**config.mk**
```make
export PLATFORM = sky130hd
export DESIGN_NAME = demux_route_ctrl
export DESIGN_NICKNAME = d
export VERILOG_FILES = /design/src/rtl/demux_pkg.sv /design/src/rtl/demux_hold_timer.sv /design/src/rtl/demux_route_ctrl.sv
export SDC_FILE = /design/constraint.sdc
export NUM_CORES = 1
export LEC_CHECK = 0
export CAP_MARGIN = 20
export CORE_MARGIN = 5
export CORE_UTILIZATION = 45
export CTS_CLUSTER_DIAMETER = 60
export DETAILED_ROUTE_END_ITERATION = 10
export PLACE_DENSITY = 0.87
export SYNTH_ARGS = -nofsm -noshare
export SYNTH_HDL_FRONTEND = slang
export SYNTH_HIERARCHICAL = 1
export SYNTH_SLANG_ARGS = --single-unit
```
**constraint.sdc**
```tcl
create_clock -name clk -period 2.35 [get_ports clk]
set_clock_uncertainty 0.15 [all_clocks]
set_input_delay 0.47 -clock clk [delete_from_list [all_inputs] [get_ports clk]]
set_output_delay 0.47 -clock clk [all_outputs]
set_load 0.005 [all_outputs]
```
**src/rtl/demux_pkg.sv**
```systemverilog
// Shared definitions for the 1:8 demux and its upstream route controller.
// State encodings, select-bit ordering (s1 is the MSB of the channel) and a one-hot decode helper.
package demux_pkg;

    typedef enum logic [1:0] {
        IDLE  = 2'd0,
        DRIVE = 2'd1,
        GAP   = 2'd2
    } state_t;

    // Position of each demux select line within the 3-bit channel number.
    localparam int SEL_S1_BIT = 2;
    localparam int SEL_S2_BIT = 1;
    localparam int SEL_S3_BIT = 0;

    localparam int TMR_W = 8;

    // Output pattern of the 1:8 demux for a given data bit and {s1,s2,s3}.
    function automatic logic [7:0] demux_onehot(input logic a, input logic [2:0] sel);
        logic [7:0] v;
        v = 8'd0;
        v[sel] = a;
        return v;
    endfunction

endpackage

```
**src/rtl/demux_hold_timer.sv**
```systemverilog
// Loadable 8-bit down-counter; stops at zero and flags terminal count.
// Load takes effect on the next edge; no backpressure.
module demux_hold_timer
    import demux_pkg::*;
(
    input  logic             clk,
    input  logic             rst,
    input  logic             i_load,
    input  logic [TMR_W-1:0] i_load_val,
    output logic [TMR_W-1:0] o_count,
    output logic             o_tc
);

    logic [TMR_W-1:0] r_count;

    always_ff @(posedge clk) begin
        if (rst) begin
            r_count <= '0;
        end else if (i_load) begin
            r_count <= i_load_val;
        end else if (r_count != '0) begin
            r_count <= r_count - 1'b1;
        end
    end

    assign o_count = r_count;
    assign o_tc    = (r_count == '0);

endmodule

```
**src/rtl/demux_route_ctrl.sv**
```systemverilog
// Upstream driver for the 1:8 demux: routes one tagged bit per transfer, holds it, then idles.
// Outputs registered (latency 1 from handshake); in_ready only in IDLE; masked-channel words dropped.
module demux_route_ctrl
    import demux_pkg::*;
#(
    parameter int HOLD_CYCLES = 4,
    parameter int GAP_CYCLES  = 1,
    parameter int ERR_W       = 8
) (
    input  logic             clk,
    input  logic             rst,
    input  logic             in_valid,
    output logic             in_ready,
    input  logic             in_data,
    input  logic [2:0]       in_chan,
    input  logic [7:0]       chan_en,
    output logic             a,
    output logic             s1,
    output logic             s2,
    output logic             s3,
    output logic             active,
    output logic             done,
    output logic             drop,
    output logic [ERR_W-1:0] err_cnt
);

    localparam logic [TMR_W-1:0] HOLD_LD = TMR_W'(HOLD_CYCLES - 1);
    localparam logic [TMR_W-1:0] GAP_LD  = TMR_W'(GAP_CYCLES - 1);

    state_t           r_state;
    state_t           w_state_nxt;
    logic             r_a;
    logic [2:0]       r_sel;
    logic             r_active;
    logic             r_done;
    logic             r_drop;
    logic [ERR_W-1:0] r_err_cnt;

    logic             w_a_nxt;
    logic [2:0]       w_sel_nxt;
    logic             w_active_nxt;
    logic             w_done_nxt;
    logic             w_drop_nxt;
    logic             w_xfer;
    logic             w_accept;
    logic             w_reject;
    logic             w_tmr_load;
    logic [TMR_W-1:0] w_tmr_ld_val;
    logic [TMR_W-1:0] w_tmr_cnt;
    logic             w_tmr_tc;

    assign in_ready = (r_state == IDLE) && !rst;
    assign w_xfer   = in_valid && in_ready;
    assign w_accept = w_xfer && chan_en[in_chan];
    assign w_reject = w_xfer && !chan_en[in_chan];

    demux_hold_timer u_timer (
        .clk        (clk),
        .rst        (rst),
        .i_load     (w_tmr_load),
        .i_load_val (w_tmr_ld_val),
        .o_count    (w_tmr_cnt),
        .o_tc       (w_tmr_tc)
    );

    always_comb begin
        w_state_nxt  = r_state;
        w_tmr_load   = 1'b0;
        w_tmr_ld_val = HOLD_LD;
        w_a_nxt      = r_a;
        w_sel_nxt    = r_sel;
        w_active_nxt = r_active;
        w_done_nxt   = 1'b0;
        w_drop_nxt   = 1'b0;

        case (r_state)
            IDLE: begin
                if (w_accept) begin
                    w_state_nxt  = DRIVE;
                    w_tmr_load   = 1'b1;
                    w_tmr_ld_val = HOLD_LD;
                    w_a_nxt      = in_data;
                    w_sel_nxt    = in_chan;
                    w_active_nxt = 1'b1;
                    w_done_nxt   = (HOLD_CYCLES == 1);
                end else if (w_reject) begin
                    w_drop_nxt = 1'b1;
                end
            end
            DRIVE: begin
                if (w_tmr_tc) begin
                    // Selects stay on the last channel so the demux never sees a glitch.
                    w_a_nxt      = 1'b0;
                    w_active_nxt = 1'b0;
                    if (GAP_CYCLES > 0) begin
                        w_state_nxt  = GAP;
                        w_tmr_load   = 1'b1;
                        w_tmr_ld_val = GAP_LD;
                    end else begin
                        w_state_nxt = IDLE;
                    end
                end else begin
                    w_done_nxt = (w_tmr_cnt == TMR_W'(1));
                end
            end
            GAP: begin
                if (w_tmr_tc) begin
                    w_state_nxt = IDLE;
                end
            end
            default: begin
                w_state_nxt = IDLE;
            end
        endcase
    end

    always_ff @(posedge clk) begin
        if (rst) begin
            r_state  <= IDLE;
            r_a      <= 1'b0;
            r_sel    <= 3'd0;
            r_active <= 1'b0;
            r_done   <= 1'b0;
            r_drop   <= 1'b0;
        end else begin
            r_state  <= w_state_nxt;
            r_a      <= w_a_nxt;
            r_sel    <= w_sel_nxt;
            r_active <= w_active_nxt;
            r_done   <= w_done_nxt;
            r_drop   <= w_drop_nxt;
        end
    end

    always_ff @(posedge clk) begin
        if (rst) begin
            r_err_cnt <= '0;
        end else if (w_reject && (r_err_cnt != {ERR_W{1'b1}})) begin
            r_err_cnt <= r_err_cnt + 1'b1;
        end
    end

    assign a       = r_a;
    assign s1      = r_sel[SEL_S1_BIT];
    assign s2      = r_sel[SEL_S2_BIT];
    assign s3      = r_sel[SEL_S3_BIT];
    assign active  = r_active;
    assign done    = r_done;
    assign drop    = r_drop;
    assign err_cnt = r_err_cnt;

endmodule

```
==> flow_metrics.env, run 1 <==
export IMPL_ys_flop_type="dfxtp_1"
export IMPL_ctsRootBufferMaster="clkbuf_4"
export IMPL_slew_violations=0
export IMPL_arrival_ns=2.40
export IMPL_first_iter_violations=56
export IMPL_rsz0062_at_grt="no"
export IMPL_final_cell_mix="dfxtp_1 (25), clkdlybuf4s50_1 (20), buf_4 (19)"
export IMPL_cts_tree="built"
export IMPL_yosysSeqAreaShare_pct=36.0
export IMPL_cts_path_max_buffers=2
export IMPL_synth_seq_cells=25
export IMPL_die_width_um=65.6
export IMPL_synth_area_per_cell_um2=8.90
export IMPL_synth_async_sr_flop_share_pct=0
export IMPL_final_antenna_net_count=0
export IMPL_hold_buffers=0
export IMPL_cap_violations=0
export IMPL_wl_per_cell_um=13.8
export IMPL_grt_pass1_vias=1217
export IMPL_r2r_setup_slack_ns=0.32
export IMPL_path_buf_inv=2
export IMPL_n_antenna_cell=0
export IMPL_clk_latency_ns=0.31
export IMPL_setup_tns_ns=0
export IMPL_leakagePower_nw=0.742
export IMPL_report_final_hold_viol_count=0
export IMPL_slowest_stage="mux4_2"
export IMPL_netlist_instances=156
export IMPL_crit_path_max_fanout=6
export IMPL_htree_levels=1
export IMPL_cts_clk_slew_worst_paths_ns=0.14
export IMPL_gp_congestion=0.853
export IMPL_hp_class="reg2reg"
export IMPL_grt_overflow=0
export IMPL_synth_edf_count=0
export IMPL_drive_gt1_share_pct=18.8
export IMPL_utilization_pct=63.4
export IMPL_grt_max_degree=22
export IMPL_grt_util_all_layers_pct=16.3
export IMPL_clock_fmax_mhz=437
export IMPL_synth_area_um2=1390
export IMPL_crit_type="in2reg"
export IMPL_final_common_cell="dfxtp_1"
export IMPL_io_buffers=30
export IMPL_die_y_um=65.6
export IMPL_firstDrtPassIters=4
export IMPL_powerDensity_nw_per_um2=738
export IMPL_post_dp_hpwl_mm=2.52
export IMPL_totalWireLength_mm=3.31
export IMPL_start_kind="input pin"
export IMPL_core_area_um2=3000
export IMPL_grt_pass1_wl_mm=5.49
export IMPL_num_vias=1327
export IMPL_area_growth_pct=37.1
export IMPL_period_needed_ns=2.29
export IMPL_ir_worst_vdd_mv=0.369
export IMPL_nNetsFinal=225
export IMPL_cp_top_family="multiplexers"
export IMPL_vias_per_cell=5.53
export IMPL_period_share_pct=97.5
export IMPL_cp_required_ns=2.46
export IMPL_core_rowCount=20
export IMPL_clock_sinks=25
export IMPL_total_power_mw=1.41
export IMPL_n_fill_cell=256
export IMPL_critPathCaptureType="flop"
export IMPL_synth_cell_types=46
export IMPL_finalSetupViolCount=0
export IMPL_status="finished, final reports clean"
export IMPL_cp_cell_sequence="clkdlybuf4s15_2 -> mux2_1 -> mux4_2 -> buf_6 -> or3b_2 -> a21oi_1"
export IMPL_whs_ns=0.331
export IMPL_dieArea_um2=4300
export IMPL_yosys_warnings=6
export IMPL_antenna_found_initial=0
export IMPL_start_util_pct=46.3
export IMPL_critPathMaxStageDelay_ns=0.55
export IMPL_cts_buffers=3
export IMPL_ios=31
export IMPL_drc=0
-- Yosys cell counts, types with 2 or more instances --
cell | number | area share (%)
a21oi_1 | 13 | 4.7
a311oi_1 | 3 | 1.9
buf_6 | 2 | 1.6
clkbuf_1 | 6 | 1.6
dfxtp_1 | 25 | 36
ha_1 | 2 | 1.8
inv_1 | 5 | 1.4
mux2_1 | 3 | 2.4
mux2i_1 | 5 | 3.6
mux4_2 | 2 | 3.2
nand2_1 | 16 | 4.3
nand3_1 | 6 | 2.2
nand4_1 | 2 | 0.90
nor2_1 | 8 | 2.2
nor2b_1 | 4 | 1.8
nor3_1 | 8 | 2.9
nor4_1 | 2 | 0.90
o21ai_0 | 7 | 2.5
o311ai_0 | 2 | 1.3
o32ai_1 | 4 | 2.5
o41ai_1 | 2 | 1.3
or3_1 | 2 | 0.90
or4_1 | 2 | 1.1
xnor2_1 | 3 | 1.9
-- cell families (layout without fill, tap and decap cells) --
logic type,Yosys count,count (layout),synth area share (%)
AND/OR/NAND/NOR,62,62,25.9
AO/OA/AOI/OAI,38,38,18.5
flip-flops,25,25,36.0
buffers and inverters,13,59,4.59
multiplexers,11,11,10.4
XOR/XNOR,4,4,2.52
adder cells (fa/ha/maj),2,2,1.80
other,1,6,0.270
-- routing by layer --
metal,GRT usage (%),vias up,part of all wire [%]
met1,21.6,608,48
met4,6.74,0,1.2
met2,26.7,37,46
li1,-,680,-
met5,0,-,0
met3,2.05,2,4.6
-- sequential cells by signal, indices dropped and copies added, names as in the netlist --
signal           flops
err_cnt              8
u_timer/o_count      8
r_sel                3
r_state              2
a                    1
active               1
done                 1
drop                 1
-- worst register-to-register path, cell delays in order, from the launching register on --
cell      delay [ns]
dfxtp_1         0.43
inv_1           0.08
ha_1            0.28
and4bb_1        0.24
nand3b_1        0.13
nand2_2         0.09
or4_4           0.48
o211ai_2        0.08
-- metrics by stage --
step           cells  area [um2]  setup WS [ns]
2_1_floorplan    161        1420        -0.0109
3_3_place_gp     235        1850         -0.557
3_5_place_dp     235        1850         -0.644
4_1_cts          240        1900         0.0758
5_1_grt          240        1900         0.0241
6_report         240        1900         0.0593
-- report_power, final --
group	leakage [nW]	internal, mW	switching (mW)	total (mW)
Clock	0.0150	0.0661	0.123	0.189
Combinational	0.523	0.333	0.291	0.624
Sequential	0.204	0.497	0.0961	0.593
Total	0.742	0.896	0.510	1.41
-- worst paths after layout --
kind	start	to	cells after the start
worst max-delay path	in_chan[0]	err_cnt[1]	6
worst min-delay path	active	active	2
worst max register to register	u_timer/o_count[0]	u_timer/o_count[0]	7
worst min register to register	active	active	2
-- cell type report --
class | count | area [um2] | area share (%)
clock buffers | 4 | 26.3 | 1.38
inverters | 5 | 18.8 | 0.986
multi-input cells | 123 | 873 | 45.9
flip-flops and latches | 25 | 500 | 26.3
well taps | 33 | 41.3 | 2.17
repair buffers | 50 | 444 | 23.3
-- timing repair --
action,CTS,global route
setup buffers,1,0
setup endpoints to repair,15,0
resized for setup,17,0
Power figures use the tool's default switching activity.
==> inputs of run 2 (changes only) <==
Settings changed: CORE_UTILIZATION 45 to 40, PLACE_DENSITY 0.87 to 0.8.
==> run 2 against run 1 <==
  * Worst setup slack got worse by 0.028 ns
  * Routed wire length grew 4.3%
  * Via count grew 2.1%
  * Combinational power up 6.4%
  * Largest power group unchanged
  * Hold slack better by 0.024 ns
  * Non-clock buffer count increased by 2
  * Global-route usage decreased by 1.5 points
  * Sequential share of layout area decreased by 0.95 points
  * First-iteration DRC count rose by 89%
  * Power is 3.8% higher
  * Maximum frequency fell by 1.2%
  * Register-to-register slack got worse by 0.02 ns
==> flow_metrics.env, run 2 (same netlist as run 1, synthesis figures left out) <==
export IMPL_status="finished, final reports clean"
export IMPL_r2r_end="u_timer/o_count[0]"
export IMPL_leakagePower_nw=0.803
export IMPL_ctsRootBufferMaster="clkbuf_4"
export IMPL_arrival_ns=2.45
export IMPL_drc=0
export IMPL_gp_congestion=0.817
export IMPL_setup_tns_ns=0
export IMPL_hold_buffers=0
export IMPL_wl_per_cell_um=13.6
export IMPL_rsz0062_at_grt="no"
export IMPL_final_common_cell="dfxtp_1"
export IMPL_hold_end="active"
export IMPL_slew_violations=0
export IMPL_grt_pass1_wl_mm=5.38
export IMPL_core_rowCount=21
export IMPL_ios=31
export IMPL_start_kind="input pin"
export IMPL_finalSetupViolCount=0
export IMPL_hp_class="reg2reg"
export IMPL_drive_gt1_share_pct=21.1
export IMPL_final_antenna_net_count=0
export IMPL_hp_start="active"
export IMPL_r2r_setup_slack_ns=0.30
export IMPL_ir_worst_vdd_mv=0.261
export IMPL_clock_sinks=25
export IMPL_grt_overflow=0
export IMPL_crit_path_max_fanout=7
export IMPL_cp_required_ns=2.48
export IMPL_start_util_pct=41.6
export IMPL_nNetsFinal=227
export IMPL_htree_levels=1
export IMPL_totalWireLength_mm=3.46
export IMPL_critPathCaptureType="flop"
export IMPL_whs_ns=0.356
export IMPL_r2r_start="u_timer/o_count[0]"
export IMPL_cts_buffers=3
export IMPL_die_y_um=68.9
export IMPL_period_needed_ns=2.32
export IMPL_final_cell_mix="dfxtp_1 (25), clkdlybuf4s50_1 (22), buf_4 (21)"
export IMPL_grt_util_all_layers_pct=14.8
export IMPL_instances_no_fill=255
export IMPL_cts_clk_slew_worst_paths_ns=0.15
export IMPL_dieArea_um2=4750
export IMPL_cap_violations=0
export IMPL_n_antenna_cell=0
export IMPL_dp_cells=251
export IMPL_core_area_um2=3340
export IMPL_vias_per_cell=5.31
export IMPL_io_buffers=30
export IMPL_crit_type="in2reg"
export IMPL_area_growth_pct=42.3
export IMPL_cts_path_max_buffers=2
export IMPL_cts_tree="built"
export IMPL_first_iter_violations=106
export IMPL_period_share_pct=98.7
export IMPL_die_width_um=68.9
export IMPL_powerDensity_nw_per_um2=738
export IMPL_post_dp_hpwl_mm=2.59
export IMPL_antenna_found_initial=0
export IMPL_num_vias=1355
export IMPL_post_cts_buffers=0
export IMPL_firstDrtPassIters=4
export IMPL_clk_latency_ns=0.33
export IMPL_hold_path_cell_count=2
export IMPL_grt_max_degree=21
export IMPL_r2r_cells=7
export IMPL_grt_pass1_vias=1216
export IMPL_clock_fmax_mhz=431
export IMPL_report_final_hold_viol_count=0
==> run 2: cell types whose count changed in the layout (fill, tap and decap cells not counted), sizes merged <==
cell,change
buf,+2
clkdlybuf4s50,+2
clkinv,+1
dlygate4sd2,-8
dlymetal6s2s,+6
clkdlybuf4s15,-1
==> run 2: per-stage QoR <==
stage / cell area (um2) / power, mW / worst slack (ns) / util, %
after floorplan: 1420 / 1.03 / -0.0109 / -
after global placement: 1890 / 1.19 / -0.625 / 56.7
after detailed placement: 1890 / 1.20 / -0.664 / 56.7
after CTS: 1920 / 1.40 / 0.00463 / 57.6
after global routing: 1980 / 1.55 / 0.00363 / 59.2
final: 1980 / 1.46 / 0.0313 / 59.2
==> run 2: how the worst max path moves through the flow <==
stage	from	endpoint	slack [ns]
after floorplan	in_chan[0]	u_timer/o_count[0]	-0.01
after global placement	in_chan[0]	err_cnt[5]	-0.62
after detailed placement	in_chan[0]	err_cnt[5]	-0.66
after CTS	chan_en[0]	err_cnt[5]	0.005
after global routing	chan_en[5]	err_cnt[5]	0.004
final	chan_en[4]	err_cnt[5]	0.03
==> run 2: what timing repair did <==
action                     4_1_cts  5_1_grt
pin swaps                        1        2
gates resized for setup          4       14
setup endpoints to repair       15       11
==> run 2: cell type report <==
cell class | count | area [um2]
fill | 302 | 1360
multi-input combinational | 123 | 893
sequential | 25 | 500
timing repair buffer | 52 | 478
tap | 46 | 57.6
clock buffer | 3 | 22.5
inverter | 5 | 18.8
clock inverter | 1 | 5.00
==> run 2: critical path: stages <==
cell and delay [ns]:
clkdlybuf4s50_1 0.41, mux2_4 0.26, mux4_2 0.51, buf_6 0.16, or4_1 0.49, a21oi_1 0.14
==> run 2: layer usage <==
layer | share of wire (%) | wire [um] | global-route usage, %
met3 | 3.2 | 109 | 1.30
met5 | 0 | 0 | 0
met1 | 47 | 1620 | 19.8
met4 | 1.8 | 61 | 7.06
met2 | 48 | 1670 | 23.9
==> run 2: where the power goes <==
part | total, mW | switching, mW | leakage [nW] | internal (mW)
registers | 0.594 | 0.0967 | 0.204 | 0.497
logic | 0.664 | 0.311 | 0.582 | 0.353
clock network | 0.201 | 0.137 | 0.0177 | 0.0639
